$ cat config.mk
export PLATFORM = sky130hd
export DESIGN_NAME = sobel_line_scanner
export DESIGN_NICKNAME = d
export VERILOG_FILES = /design/src/rtl/sobel_line_scanner.sv
export SDC_FILE = /design/constraint.sdc
export NUM_CORES = 1
export LEC_CHECK = 0
export ABC_AREA = 1
export BUFFER_PORTS_ARGS = -buffer_cell sky130_fd_sc_hd__buf_2
export CORE_AREA = 3 3 169 138
export CTS_CLUSTER_DIAMETER = 50
export DETAILED_ROUTE_END_ITERATION = 8
export DIE_AREA = 0 0 172 141
export GPL_TIMING_DRIVEN = 0
export HOLD_SLACK_MARGIN = 0.12
export PLACE_DENSITY = 0.61
export SYNTH_ARGS = -nofsm -noshare
export SYNTH_HDL_FRONTEND = slang
export SYNTH_SLANG_ARGS = --single-unit
$ cat constraint.sdc
create_clock -name clk -period 14.6 [get_ports clk]
set_input_delay 1.46 -clock clk [delete_from_list [all_inputs] [get_ports clk]]
set_output_delay 1.46 -clock clk [all_outputs]
set_load 0.1 [all_outputs]
$ cat src/rtl/sobel_line_scanner.sv
// Streams one line of a 3-row line buffer through a 3x3 Sobel window and emits
// one saturated gradient magnitude per column of the middle row.
//
// state | meaning
// IDLE  | waiting for start, read address parked at 0
// READ  | issuing column addresses 0..WIDTH-1, one per cycle
// DRAIN | address parked, window pipeline finishing the last columns
// DONE  | one-cycle completion pulse, start ignored
module sobel_line_scanner #(
   parameter int WIDTH = 240
) (
   input  logic       clk,
   input  logic       rst,
   input  logic       start,
   input  logic [7:0] data [3],
   output logic [7:0] read_addr,
   output logic       busy,
   output logic       pixel_valid,
   output logic [7:0] pixel_out,
   output logic [7:0] pixel_addr,
   output logic       done
);

   typedef enum logic [1:0] {S_IDLE, S_READ, S_DRAIN, S_DONE} state_t;

   localparam logic [7:0] LAST_COL = 8'(WIDTH - 1);

   state_t state, state_nxt;
   logic   rd_active;

   logic       s1_v, s2_v, s3_v;
   logic [7:0] a1, a2, a3;
   logic [7:0] win_l [3];
   logic [7:0] win_c [3];
   logic [7:0] win_r [3];
   logic [7:0] lft [3];
   logic [7:0] rgt [3];

   logic [10:0]        sum_l, sum_r, sum_t, sum_b;
   logic signed [10:0] gx, gy;
   logic [10:0]        ax, ay;
   logic [11:0]        mag;
   logic [7:0]         mag_sat;

   always_ff @(posedge clk or posedge rst) begin
      if (rst) state <= S_IDLE;
      else     state <= state_nxt;
   end

   // Drain ends on the registered last pixel, so DONE lands one cycle after it.
   always_comb begin
      state_nxt = state;
      case (state)
         S_IDLE:  if (start) state_nxt = S_READ;
         S_READ:  if (read_addr == LAST_COL) state_nxt = S_DRAIN;
         S_DRAIN: if (pixel_valid && pixel_addr == LAST_COL) state_nxt = S_DONE;
         S_DONE:  state_nxt = S_IDLE;
         default: state_nxt = S_IDLE;
      endcase
   end

   always_comb begin
      busy      = (state != S_IDLE);
      done      = (state == S_DONE);
      rd_active = (state == S_READ);
   end

   always_ff @(posedge clk or posedge rst) begin
      if (rst)
         read_addr <= 8'd0;
      else if (rd_active && read_addr != LAST_COL)
         read_addr <= read_addr + 8'd1;
      else
         read_addr <= 8'd0;
   end

   // s1: data on the bus, s3: window centred on that column (one column look-ahead).
   always_ff @(posedge clk or posedge rst) begin
      if (rst) begin
         s1_v <= 1'b0;
         s2_v <= 1'b0;
         s3_v <= 1'b0;
         a1   <= 8'd0;
         a2   <= 8'd0;
         a3   <= 8'd0;
      end else begin
         s1_v <= rd_active;
         s2_v <= s1_v;
         s3_v <= s2_v;
         a1   <= read_addr;
         a2   <= a1;
         a3   <= a2;
      end
   end

   // The extra shift while only s2 is live moves the last column into C.
   always_ff @(posedge clk or posedge rst) begin
      if (rst) begin
         for (int r = 0; r < 3; r++) begin
            win_l[r] <= 8'd0;
            win_c[r] <= 8'd0;
            win_r[r] <= 8'd0;
         end
      end else if (s1_v || s2_v) begin
         for (int r = 0; r < 3; r++) begin
            win_l[r] <= win_c[r];
            win_c[r] <= win_r[r];
            win_r[r] <= data[r];
         end
      end
   end

   always_comb begin
      for (int r = 0; r < 3; r++) begin
         lft[r] = (a3 == 8'd0)     ? win_c[r] : win_l[r];
         rgt[r] = (a3 == LAST_COL) ? win_c[r] : win_r[r];
      end
   end

   always_comb begin
      sum_l = {3'b000, lft[0]} + {2'b00, lft[1], 1'b0} + {3'b000, lft[2]};
      sum_r = {3'b000, rgt[0]} + {2'b00, rgt[1], 1'b0} + {3'b000, rgt[2]};
      sum_t = {3'b000, lft[0]} + {2'b00, win_c[0], 1'b0} + {3'b000, rgt[0]};
      sum_b = {3'b000, lft[2]} + {2'b00, win_c[2], 1'b0} + {3'b000, rgt[2]};
      gx    = $signed(sum_r - sum_l);
      gy    = $signed(sum_b - sum_t);
      ax    = gx[10] ? 11'(-gx) : 11'(gx);
      ay    = gy[10] ? 11'(-gy) : 11'(gy);
      mag   = {1'b0, ax} + {1'b0, ay};
      mag_sat = (mag > 12'd255) ? 8'hFF : mag[7:0];
   end

   always_ff @(posedge clk or posedge rst) begin
      if (rst) begin
         pixel_valid <= 1'b0;
         pixel_out   <= 8'd0;
         pixel_addr  <= 8'd0;
      end else begin
         pixel_valid <= s3_v;
         if (s3_v) begin
            pixel_out  <= mag_sat;
            pixel_addr <= a3;
         end
      end
   end

endmodule

After elaboration in Yosys (flattened, before gate mapping)
Cells that the tools add are included.
{ "totals": {"memories": 0, "ramBits": 0, "word_cells": 66, "romBits": 0, "ff_bits": 126, "input_bits": 27, "latchBits": 0} }
{ "op_classes": {"shifts": 0, "n_eq_ne": 10, "reduce_logical": 7, "add_sub_neg": 14, "muxes": 14, "n_bitwise": 0, "div_mod_pow": 0, "order_cmp": 1, "multipliers": 0} }
{ "op_table": {"columns": ["cell", "count"], "rows": [
  ["$mux 8", 8],
  ["$add 10x8->11", 4],
  ["$add 8x9->10", 4],
  ["$eq 8x8->1 const B", 3],
  ["$mux 11", 2],
  ["$neg 11->11", 2],
  ["$sub 11x11->11", 2],
  ["$add 11x11->12", 1],
  ["$gt 12x8->1 const B", 1],
  ["$add 8x1->8 const B", 1],
  ["$logic_not 8->1", 1],
  ["$ne 8x8->1 const B", 1],
  ["$pmux 2 s4", 1],
  ["$mux 2", 3],
  ["$eq 2x2->1 const B", 2],
  ["$ne 2x2->1 const B", 2],
  ["$reduce_and 3->1", 1],
  ["$eq 2x1->1 const B", 1],
  ["$logic_and 1x1->1", 2],
  ["$logic_not 2->1", 1],
  ["$ne 2x1->1 const B", 1],
  ["$reduce_bool 2->1", 1],
  ["$logic_or 1x1->1", 1]
]} }

Depth between registers and ports, before layout
Gate-level depths: netlist (run 1).
{ "depth": {"depth_word": 10, "mapped_depth": 36, "mapped_depth_nobuf": 36} }

Worst setup path before layout (run 1)
Ideal clock, no wire load.
{ "synth_path": {"path_kind": "flip-flop to flip-flop", "start": "register a3[6]", "end": "register pixel_out[0]", "stages_incl_launch_ff": 33, "arrival_time_ps": 5288, "t_required_ps": 14473, "path_slack_ps": 9185, "cell_sequence": "dfrtp_1 > inv_1 > nand2_1 > nor4_2 > buf_2 > buf_4 > nand2_1 > o21ai_0 > fa_1 > fa_1 > fa_1 > inv_1 > fa_1 > nand2_1 > nor2_1 > nand2_1 > inv_1 > nand2_1 > nor2_1 > nand2_1 > nand2_2 > nand2_1 > nand2_1 > nand2_1 > ha_1 > nand2_1 > inv_1 > a21oi_1 > nand3_1 > nand2_1 > nand3_1 > nor2_4 > a21oi_1"} }
{ "synth_between": {"elab_chain_cells": 10} }
{ "synth_rtl": {"columns": ["element", "line_no", "text"], "rows": [
  ["from (decl)", "32", "logic [7:0] a1, a2, a3;"],
  ["from (signal assigned)", "85", "a3 <= 8'd0;"],
  ["from (signal assigned)", "92", "a3 <= a2;"],
  ["$eq 8x8->1 / $logic_not 8->1 (equally long branches)", "116, 115", null],
  ["$mux 8 (on tied branches)", "116, 115", null],
  ["$add 8x9->10 (on tied branches)", null, null],
  ["$add 10x8->11 (on tied branches)", null, null],
  ["$sub 11x11->11 (on tied branches)", "125, 126", null],
  ["$neg 11->11 (on tied branches)", "127, 128", null],
  ["$mux 11 (on tied branches)", "127, 128", null],
  ["$add 11x11->12 *", "129", "mag = {1'b0, ax} + {1'b0, ay};"],
  ["$gt 12x8->1", "130", "mag_sat = (mag > 12'd255) ? 8'hFF : mag[7:0];"],
  ["$mux 8 *", "130", null],
  ["to (signal assigned)", "141", "pixel_out <= mag_sat;"],
  ["to (decl)", "19", "output logic [7:0] pixel_out,"]
]} }
Mark *: on every way between the ends. The rest lies on a longest branch, timed or not.
A chain may end at the register's enable or synchronous reset.

Final worst setup path (run 1)
{ "layout_path": {"start": "register a3[5]", "end": "register pixel_out[7]"} }
Same word-level chain as after synthesis.

==> reports/metrics.yaml, run 1 <==
outcome: "finished clean"
synthTopCellsByArea: "dfrtp_1 36%, fa_1 14%, nand2_1 10%, inv_1 9.1%, ha_1 6.5%"
antenna_found_initial: 0
fin_crit_ns: 6.27
syn_avg_cell_area_um2: 8.07
finalSetupTns_ns: 0
dp_hpwl_um: 16400
fmax_ghz: 0.160
drv_cap: 0
layout-drive-gt1-share_pct: 11.2
area_delta_synth_final_pct: 14.4
post_cts_buffers: 0
cts.sinks: 126
ir_drop_uv: 74.6
register_area_um2: 3150
hold_viol: 0
rows: 48
cts_tree: "built"
wl_per_cell_um: 14.5
fillers: 2170
cts_made_buffers: 17
grt_first_pass_wirelength_um: 35700
finalWirelength_um: 20900
cts_root_buf: "clkbuf_16"
crit_fanout: 10
multiInputGateArea_um2: 4590
yosysTopAreaCell: "dfrtp_1"
drt_iter0_drc: 456
design.core.area_um2: 21600
syn_nets: 1212
synth_top_area_share_pct: 36.2
gp_congestion: 0.889
num-nets-final: 1285
cp.arrival_ns: 6.56
finalCritPeriodShare_pct: 42.9
setup-violations-final: 0
pin_count: 54
slew-limit-headroom_pct: 37.9
critical_path_class: "reg2reg"
clock_path_buffers: 2
postSynthCellCount: 1079
dieArea_um2: 24300
rsz0062_at_grt: "no"
yosys_warnings: 0
dieWidth_um: 172
cpMostUsedCell: "nand2_1"
grt_pass1_vias: 7040
worst_setup_path_start_kind: "register"
clkTransAtPathRegs_ns: 0.06
port_buffers: 53
power_leakage_nw: 5.29
drtPass1Iterations: 5
ctsHoldBuffers: 0
worst_slew_pin_slew_ns: 0.922
cts_resized: 0
start_util_pct: 40.3
cts_max_level: 4
hold_class: "reg2reg"
grt_overflow: 0
grt_usage_pct: 18.6
seq_area_frac_synth_pct: 36.2
grt_max_degree: 77
clk_latency_ns: 0.43
drv_slew: 0
ys_types: 43
cp.required_ns: 14.90
power_density_nw_per_um2: 132
ant_nets: 0
synthesis.area_um2: 8700
drc: 0
die_h_um: 141
antennaDiodeCount: 0
vias_per_cell: 4.80
synth-seq-cells: 126
slowest_stage: "fa_1"
slowest_delay_ns: 0.60
p_total_mw: 1.31
end_kind: "register"
finalClockSkew_ns: 0.0150
vias: 6906
-- power by group --
part           total (mW)  leakage (nW)  switching (mW)  internal [mW]
combinational       0.513          3.30           0.327          0.186
sequential          0.354          1.70         0.00144          0.353
clock               0.443         0.291           0.172          0.271
total                1.31          5.29           0.501          0.809
-- layout by cell type, fill, tap and decap left out, drive strengths merged --
| cell | synthesis | layout |
|---|---|---|
| nor2 | 102 | 102 |
| bufinv | 0 | 3 |
| o211ai | 2 | 2 |
| and3 | 1 | 1 |
| o31ai | 1 | 1 |
| and2 | 1 | 1 |
| buf | 17 | 71 |
| nand3b | 4 | 4 |
| o21bai | 2 | 2 |
| clkinvlp | 0 | 3 |
| o21ai | 97 | 97 |
| xnor2 | 6 | 6 |
| nand2b | 1 | 1 |
| o21a | 1 | 1 |
| a21oi | 71 | 71 |
| or2 | 2 | 2 |
| dfrtp | 126 | 126 |
| nor4 | 2 | 2 |
| nand4 | 11 | 11 |
| ha | 45 | 45 |
| clkbuf | 11 | 28 |
| fa | 61 | 61 |
| xor2 | 12 | 12 |
| clkinv | 1 | 5 |
| nor3 | 9 | 9 |
| inv | 214 | 219 |
| nand3 | 40 | 40 |
| nand2 | 239 | 239 |
-- final timing paths --
path	start	to	slack, ns	depth (start not counted)
worst min register to register	a2[0]$_DFF_PP0_	a3[0]$_DFF_PP0_	0.35	0
min in group asynchronous	rst	win_r[1]$_DFFE_PP0P_	1.07	2
max in group asynchronous	rst	pixel_addr[5]$_DFFE_PP0P_	12.79	3
worst max-delay path	a3[5]$_DFF_PP0_	pixel_out[7]$_DFFE_PP0P_	8.33	29
worst max register to register	a3[5]$_DFF_PP0_	pixel_out[7]$_DFFE_PP0P_	8.33	29
worst min-delay path	a2[0]$_DFF_PP0_	a3[0]$_DFF_PP0_	0.35	0
-- per-stage QoR --
| stage | std cells | setup WS, ns | hold slack [ns] | util, % | area [um2] |
|---|---|---|---|---|---|
| final | 1440 | 8.33 | 0.348 | 46.0 | 9950 |
| after global routing | 1440 | 7.76 | 0.349 | 46.0 | 9950 |
| after CTS | 1440 | 8.34 | 0.347 | 46.0 | 9950 |
| after detailed placement | 1408 | 8.36 | 0.335 | 43.2 | 9350 |
| after global placement | 1407 | 8.27 | 0.332 | 43.1 | 9310 |
| after floorplan | 1079 | 9.19 | 0.331 | - | 8700 |
-- registers in the layout, indices dropped and copies added, names as in the netlist --
signal	count
pixel_valid	1
a1	8
a2	8
s2_v	1
win_c	24
win_l	24
pixel_out	8
pixel_addr	8
s1_v	1
state	2
win_r	24
s3_v	1
a3	8
read_addr	8
-- synth_stat cells, drive strengths merged --
master	count
nand2	239
inv	214
dfrtp	126
nor2	102
o21ai	97
a21oi	71
fa	61
ha	45
nand3	40
buf	17
xor2	12
clkbuf	11
nand4	11
nor3	9
xnor2	6
nand3b	4
nor4	2
o211ai	2
o21bai	2
or2	2
and2	1
and3	1
clkinv	1
nand2b	1
o21a	1
o31ai	1
-- worst max-delay path: cells and delay by family, from the launching register on --
kind                       cells  cell delay [ns]
AOI/OAI and AO/OA              3             0.60
xor gates and xnor gates       1             0.23
adders and majority gates      5             2.45
buffers and inverters          6             0.83
DFF                            1             0.37
and+or+nand+nor               14             1.67
-- layer usage --
layer | wire (um) | GRT usage, % | vias to the layer above
met2 | 8730 | 26.9 | 152
li1 | - | - | 3479
met4 | 306 | 4.83 | 0
met1 | 10700 | 28.3 | 3254
met5 | 0 | 0 | -
met3 | 1110 | 4.15 | 21
-- cell type report --
type                    count  area share, %
multi-input cells         710           46.1
clock inverters            15           1.85
flip-flops and latches    126           31.7
repair buffers             54           2.94
well taps                 275           3.46
inverters                 215           8.18
clock buffers              17           4.27
plain buffers              28           1.48
-- logic make-up (layout without fill, tap and decap cells) --
group / count (synthesis) / count (layout) / share of synthesized area [%]
buf+inv: 243 / 329 / 11.0
fa+ha+maj: 106 / 106 / 20.5
flops: 126 / 126 / 36.2
xor+xnor: 18 / 18 / 1.90
compound gates: 174 / 174 / 10.5
simple gates: 412 / 412 / 19.9
Power figures use the tool's default switching activity.
==> run 2: changes to the inputs <==
Settings changed: PLACE_DENSITY 0.61 to 0.63.
Clock period 14.6 ns to 5.7 ns, I/O delays scaled along.
==> run 2 against run 1 <==
  * Routed wire length up 5.7%
  * Die area unchanged
  * Via count increased by 6.7%
  * Global-route usage decreased by 0.087 points
  * First-iteration DRC count increased by 8.6%
  * Flip-flop and latch count unchanged
  * Register-to-register slack worse by 8.3 ns
  * Non-clock buffer count is 39 higher
  * Final cell count is 2.7% higher
  * Fmax rose by 11%
  * Combinational power rose to 4.0 times the previous value
  * Critical endpoint is now pixel_out[0]$_DFFE_PP0P_
  * Largest power group unchanged
==> reports/metrics.yaml, run 2 (synthesized netlist as in run 1, its figures left out) <==
power_density_nw_per_um2: 365  # +180%
drc: 0  # unchanged
vias_per_cell: 4.98  # +3.9%
slew-limit-headroom_pct: 38.3  # +0.49 points
gp_congestion: 0.881  # -0.84%
layout_commonest_cell: "inv_1"
finalHoldWorstSlack_ns: 0.212  # -0.135 ns
dieArea_um2: 24300  # unchanged
crit_fanout: 8  # -2
worst_slew_pin_slew_ns: 0.915  # -0.00733 ns
power_leakage_nw: 5.64  # +6.6%
setup-violations-final: 0  # unchanged
dp_hpwl_um: 15800  # -3.5%
final_area_um2: 11200  # +13%
grt_pass1_vias: 7192  # +2.2%
p_total_mw: 4.09  # +210%
area_delta_synth_final_pct: 28.9
end_kind: "register"
finalWorstSetupSlack_ns: 0.0313  # -8.30 ns
critical_path_class: "reg2reg"
cts_made_buffers: 17  # unchanged
drt_iter0_drc: 495  # +8.6%
cp.arrival_ns: 5.97  # -0.59 ns
post_dp_cell_area_um2: 9350  # unchanged
port_buffers: 53  # unchanged
cp.required_ns: 6.00  # -8.90 ns
hold_class: "in2async"
path_delay_family: "adder cells"
clock_path_buffers: 2  # unchanged
cts_root_buf: "clkbuf_16"
finalClockSkew_ns: 0.00935  # -0.00570 ns
rrSetupSlack_ns: 0.03  # -8.30 ns
drv_cap: 0  # unchanged
pin_count: 54  # unchanged
clkTransAtPathRegs_ns: 0.06  # about the same
num-nets-final: 1324  # +3.0%
design.core.area_um2: 21600  # unchanged
final_cell_mix: "193 x inv_1, 189 x nand2_1, 126 x dfrtp_1"
wl_per_cell_um: 14.9  # +2.9%
cts_max_level: 4  # unchanged
fin_crit_ns: 5.67  # -0.600 ns
finalCritPeriodShare_pct: 99.5  # +57 points
fillers: 2022  # -6.8%
drv_slew: 0  # unchanged
hold_viol: 0  # unchanged
clk_latency_ns: 0.42  # about the same
ctsHoldBuffers: 0  # unchanged
cts_tree: "built"
reg.largest.list: "win_c: 24 flops, win_l: 24 flops, win_r: 24 flops"
grt_max_degree: 65  # -16%
antenna_found_initial: 0  # unchanged
fin_util_pct: 51.9  # +5.8 points
worst_setup_path_start_kind: "register"
ir_drop_uv: 256  # +240%
grt_overflow: 0  # unchanged
ant_nets: 0  # unchanged
finalWirelength_um: 22100  # +5.7%
dieWidth_um: 172  # unchanged
slowest_stage: "fa_1"
cts.sinks: 126  # unchanged
antennaDiodeCount: 0  # unchanged
rsz0062_at_grt: "yes"
dp.cells: 1408  # unchanged
finalSetupTns_ns: 0  # unchanged
dpl_worst_slack_ns: -0.537  # -8.89 ns
outcome: "finished clean"
vias: 7368  # +6.7%
final_cells: 1479  # +2.7%
rows: 48  # unchanged
fmax_ghz: 0.176  # +11%
die_h_um: 141  # unchanged
grt_usage_pct: 18.6  # -0.087 points
cpMostUsedCell: "fa_1"
layout-drive-gt1-share_pct: 28.2  # +17 points
slowest_delay_ns: 0.60  # about the same
grt_first_pass_wirelength_um: 36000  # +0.66%
drtPass1Iterations: 5  # unchanged
start_util_pct: 40.3  # unchanged
crit_buf_inv: 8  # +2
==> run 2: power breakdown <==
| part | switching, mW | leakage (nW) | total [mW] | internal (mW) |
|---|---|---|---|---|
| combinational | 1.17 | 3.63 | 2.03 | 0.855 |
| clock | 0.450 | 0.306 | 1.15 | 0.703 |
| sequential | 0.00440 | 1.70 | 0.908 | 0.903 |
| total | 1.63 | 5.64 | 4.09 | 2.46 |
==> run 2: final timing paths <==
| check | endpoint | from | depth (start not counted) |
|---|---|---|---|
| max in group asynchronous | win_l[21]$_DFFE_PP0P_ | rst | 3 |
| hold reg to reg | a2[7]$_DFF_PP0_ | a1[7]$_DFF_PP0_ | 0 |
| setup / recovery | pixel_out[0]$_DFFE_PP0P_ | a3[7]$_DFF_PP0_ | 31 |
| min in group clk | a2[7]$_DFF_PP0_ | a1[7]$_DFF_PP0_ | 0 |
| setup reg to reg | pixel_out[0]$_DFFE_PP0P_ | a3[7]$_DFF_PP0_ | 31 |
| hold / removal | win_r[16]$_DFFE_PP0P_ | rst | 2 |
==> run 2: layer usage <==
layer | global-route usage, % | vias to the layer above | wire length, um
met2 | 27.7 | 183 | 9960
li1 | - | 3578 | -
met5 | 0 | - | 0
met4 | 4.07 | 0 | 250
met3 | 3.62 | 26 | 1090
met1 | 28.0 | 3581 | 10800
==> run 2: cell type report <==
class,instances,area (um2),share of cell area (%)
Clock inverter,15,198,1.76
Tap cell,275,344,3.07
Buffer,28,215,1.92
Inverter,215,822,7.33
Multi-Input combinational cell,710,5440,48.5
Sequential cell,126,3150,28.1
Clock buffer,17,425,3.79
Timing Repair Buffer,93,613,5.47
==> run 2: timing repair <==
action | CTS | global route
endpoints found under the hold margin | 0 | 0
buffers inserted | 17 | 20
gates cloned | 2 | 0
pin swaps | 36 | 63
endpoints found under the setup margin | 8 | 8
resized for setup | 135 | 123
==> run 3: changes to the inputs <==
--- a/config.mk
+++ b/config.mk
@@ -8,8 +8,8 @@
 export ABC_AREA = 1
 export BUFFER_PORTS_ARGS = -buffer_cell sky130_fd_sc_hd__buf_2
-export CORE_AREA = 3 3 169 138
+export CORE_AREA = 2 2 168 137
 export CTS_CLUSTER_DIAMETER = 50
 export DETAILED_ROUTE_END_ITERATION = 8
-export DIE_AREA = 0 0 172 141
+export DIE_AREA = 0 0 170 139
 export GPL_TIMING_DRIVEN = 0
 export HOLD_SLACK_MARGIN = 0.12
==> constraint.sdc (replaced) <==
create_clock -name clk -period 5.7 [get_ports clk]
set_input_delay 0.285 -clock clk [delete_from_list [all_inputs] [get_ports clk]]
set_output_delay 0.285 -clock clk [all_outputs]
set_load 0.1 [all_outputs]
==> run 3 against run 2 <==
  * Sequential share of layout area is 1.1 points lower
  * Flip-flop and latch count unchanged
  * Hold slack got worse by 0.084 ns
  * Setup slack gained 0.016 ns
  * Total power fell by 0.70%
  * Final area up 4.2%
  * Routed wire length is 4.2% higher
  * Count of clock-buffer cells in the layout rose by 1
  * Register-to-register slack improved by 0.02 ns
==> reports/metrics.yaml, run 3 (synthesized netlist as in run 1, its figures left out) <==
outcome: "finished clean"
intPower_mw: 2.41  # -2.3%
power_frac_seq_pct: 22.3  # about the same
rows: 49  # +2.1%
dp_hpwl_um: 15900  # +0.48%
post_dp_cell_area_um2: 9350  # about the same
layout_commonest_cell: "inv_1"
rsz0062_at_grt: "yes"
reg.largest.list: "win_c: 24 flops, win_l: 24 flops, win_r: 24 flops"
end_kind: "register"
cts.sinks: 126  # unchanged
crit_fanout: 10  # +2
cts_made_buffers: 17  # unchanged
ir_drop_uv: 254  # -0.73%
worst_setup_path_start_kind: "register"
gp_congestion: 0.911  # +3.4%
ant_nets: 0  # unchanged
num-nets-final: 1362  # +2.9%
cts_root_buf: "clkbuf_16"
area_delta_synth_final_pct: 34.3
final_area_um2: 11700  # +4.2%
dieWidth_um: 170  # -1.2%
pin_count: 54  # unchanged
grt_max_degree: 80  # +23%
critical_path_class: "reg2reg"
start_util_pct: 39.4  # -0.82 points
port_buffers: 53  # unchanged
slowest_stage: "fa_1"
register_area_um2: 3150  # unchanged
clock_power_share_pct: 26.9  # -1.3 points
grt_first_pass_wirelength_um: 36800  # +2.4%
wl_per_cell_um: 15.1  # +1.3%
die_h_um: 139  # -1.4%
drt_iter0_drc: 510  # +3.0%
power_leakage_nw: 5.83  # +3.5%
cpMostUsedCell: "nand2_1"
final_cell_mix: "189 x inv_1, 188 x nand2_1, 126 x dfrtp_1"
clock_path_buffers: 2  # unchanged
vias_per_cell: 4.93  # -1.1%
cp.required_ns: 6.01  # about the same
grt_pass1_vias: 7336  # +2.0%
p_total_mw: 4.06  # -0.70%
design.core.area_um2: 22100  # +2.1%
fin_crit_ns: 5.65  # -0.0165 ns
fillers: 1967  # -2.7%
power_density_nw_per_um2: 347  # -4.7%
clk_latency_ns: 0.43  # about the same
drc: 0  # unchanged
final_cells: 1522  # +2.9%
p_sw_mw: 1.65  # +1.7%
clkTransAtPathRegs_ns: 0.07  # about the same
layout-drive-gt1-share_pct: 29.9  # +1.6 points
slowest_delay_ns: 0.58  # -0.02 ns
setup-violations-final: 0  # unchanged
cts_max_level: 4  # unchanged
fmax_ghz: 0.177  # +0.29%
drv_cap: 0  # unchanged
multiInputGateArea_um2: 5540  # +1.7%
drtPass1Iterations: 5  # unchanged
finalCritPeriodShare_pct: 99.2  # -0.29 points
grt_overflow: 0  # unchanged
cts_tree: "built"
dieArea_um2: 23600  # -2.6%
cp.arrival_ns: 5.96  # about the same
finalClockSkew_ns: 0.0160  # +0.00668 ns
antennaDiodeCount: 0  # unchanged
antenna_found_initial: 0  # unchanged
grt_usage_pct: 19.7  # +1.1 points
vias: 7500  # +1.8%
hold_viol: 0  # unchanged
drv_slew: 0  # unchanged
dp.cells: 1413  # +0.36%
p_comb_share_pct: 50.8  # +1.2 points
netSwitchingFraction_pct: 40.7  # +0.95 points
slew-limit-headroom_pct: 55.6  # +17 points
finalWirelength_um: 23000  # +4.2%
worst_slew_pin_slew_ns: 0.663  # -0.252 ns
hold_class: "in2reg"
fin_util_pct: 53.0  # +1.1 points
==> run 3: cell types whose count changed in the layout (fill, tap and decap cells not counted), sizes merged <==
cell / delta
buf: +14
bufbuf: +1
bufinv: -2
clkbuf: +1
clkinvlp: +1
dlygate4sd3: +23
==> run 3: per-layer routing <==
metal	GRT usage (%)	vias up	wire length [um]
met3	3.17	23	1140
met5	0	-	0
met1	28.2	3638	10800
met2	31.2	193	10800
met4	4.86	0	263
li1	-	3646	-
==> run 3: critical path: cells and delay by family (launching register included) <==
| kind | cells | cell delay, ns |
|---|---|---|
| buffers and inverters | 6 | 0.70 |
| AOI/OAI and AO/OA | 3 | 0.30 |
| and+or+nand+nor | 16 | 1.77 |
| DFF | 1 | 0.34 |
| adders and majority gates | 6 | 2.42 |
==> run 3: per-stage QoR <==
stage          TNS, ns  hold WS (ns)  setup WS, ns
2_1_floorplan        0         0.331         0.285
3_3_place_gp     -3.83         0.332        -0.485
3_5_place_dp     -4.87         0.337        -0.620
4_1_cts              0         0.125      0.000652
5_1_grt          -2.73         0.125        -0.352
6_report             0         0.128        0.0478
==> run 3: worst paths after layout <==
check,from,to,slack [ns],cells after the start
max,a3[0]$_DFF_PP0_,pixel_out[5]$_DFFE_PP0P_,0.05,31
min,data[0],win_r[0]$_DFFE_PP0P_,0.13,3
max reg2reg,a3[0]$_DFF_PP0_,pixel_out[5]$_DFFE_PP0P_,0.05,31
min reg2reg,a1[7]$_DFF_PP0_,a2[7]$_DFF_PP0_,0.35,0
max in group asynchronous,rst,pixel_addr[6]$_DFFE_PP0P_,4.53,4
min in group asynchronous,rst,win_r[16]$_DFFE_PP0P_,0.42,3
==> run 3: power by group through the flow <==
stage          registers (mW)  clock network, mW  logic, mW
3_3_place_gp            0.923                  0       1.30
5_1_grt                 0.907               1.15       2.27
2_1_floorplan           0.922                  0       1.05
6_report                0.907               1.09       2.06
4_1_cts                 0.907               1.10       1.67
3_5_place_dp            0.923                  0       1.32
==> run 3: area by class of cell <==
type	count	area share (%)
Multi-Input combinational cell	710	47.4
Buffer	27	1.74
Clock inverter	14	1.25
Sequential cell	126	27.0
Clock buffer	18	3.76
Tap cell	280	3.00
Timing Repair Buffer	132	8.91
Inverter	215	7.01
==> run 3: timing repair <==
action,4_1_cts,5_1_grt
setup buffers,32,20
cloned,3,0
pin swaps,51,68
setup endpoints to repair,8,8
hold buffers,23,0
endpoints found under the hold margin,69,0
gates resized for setup,135,150
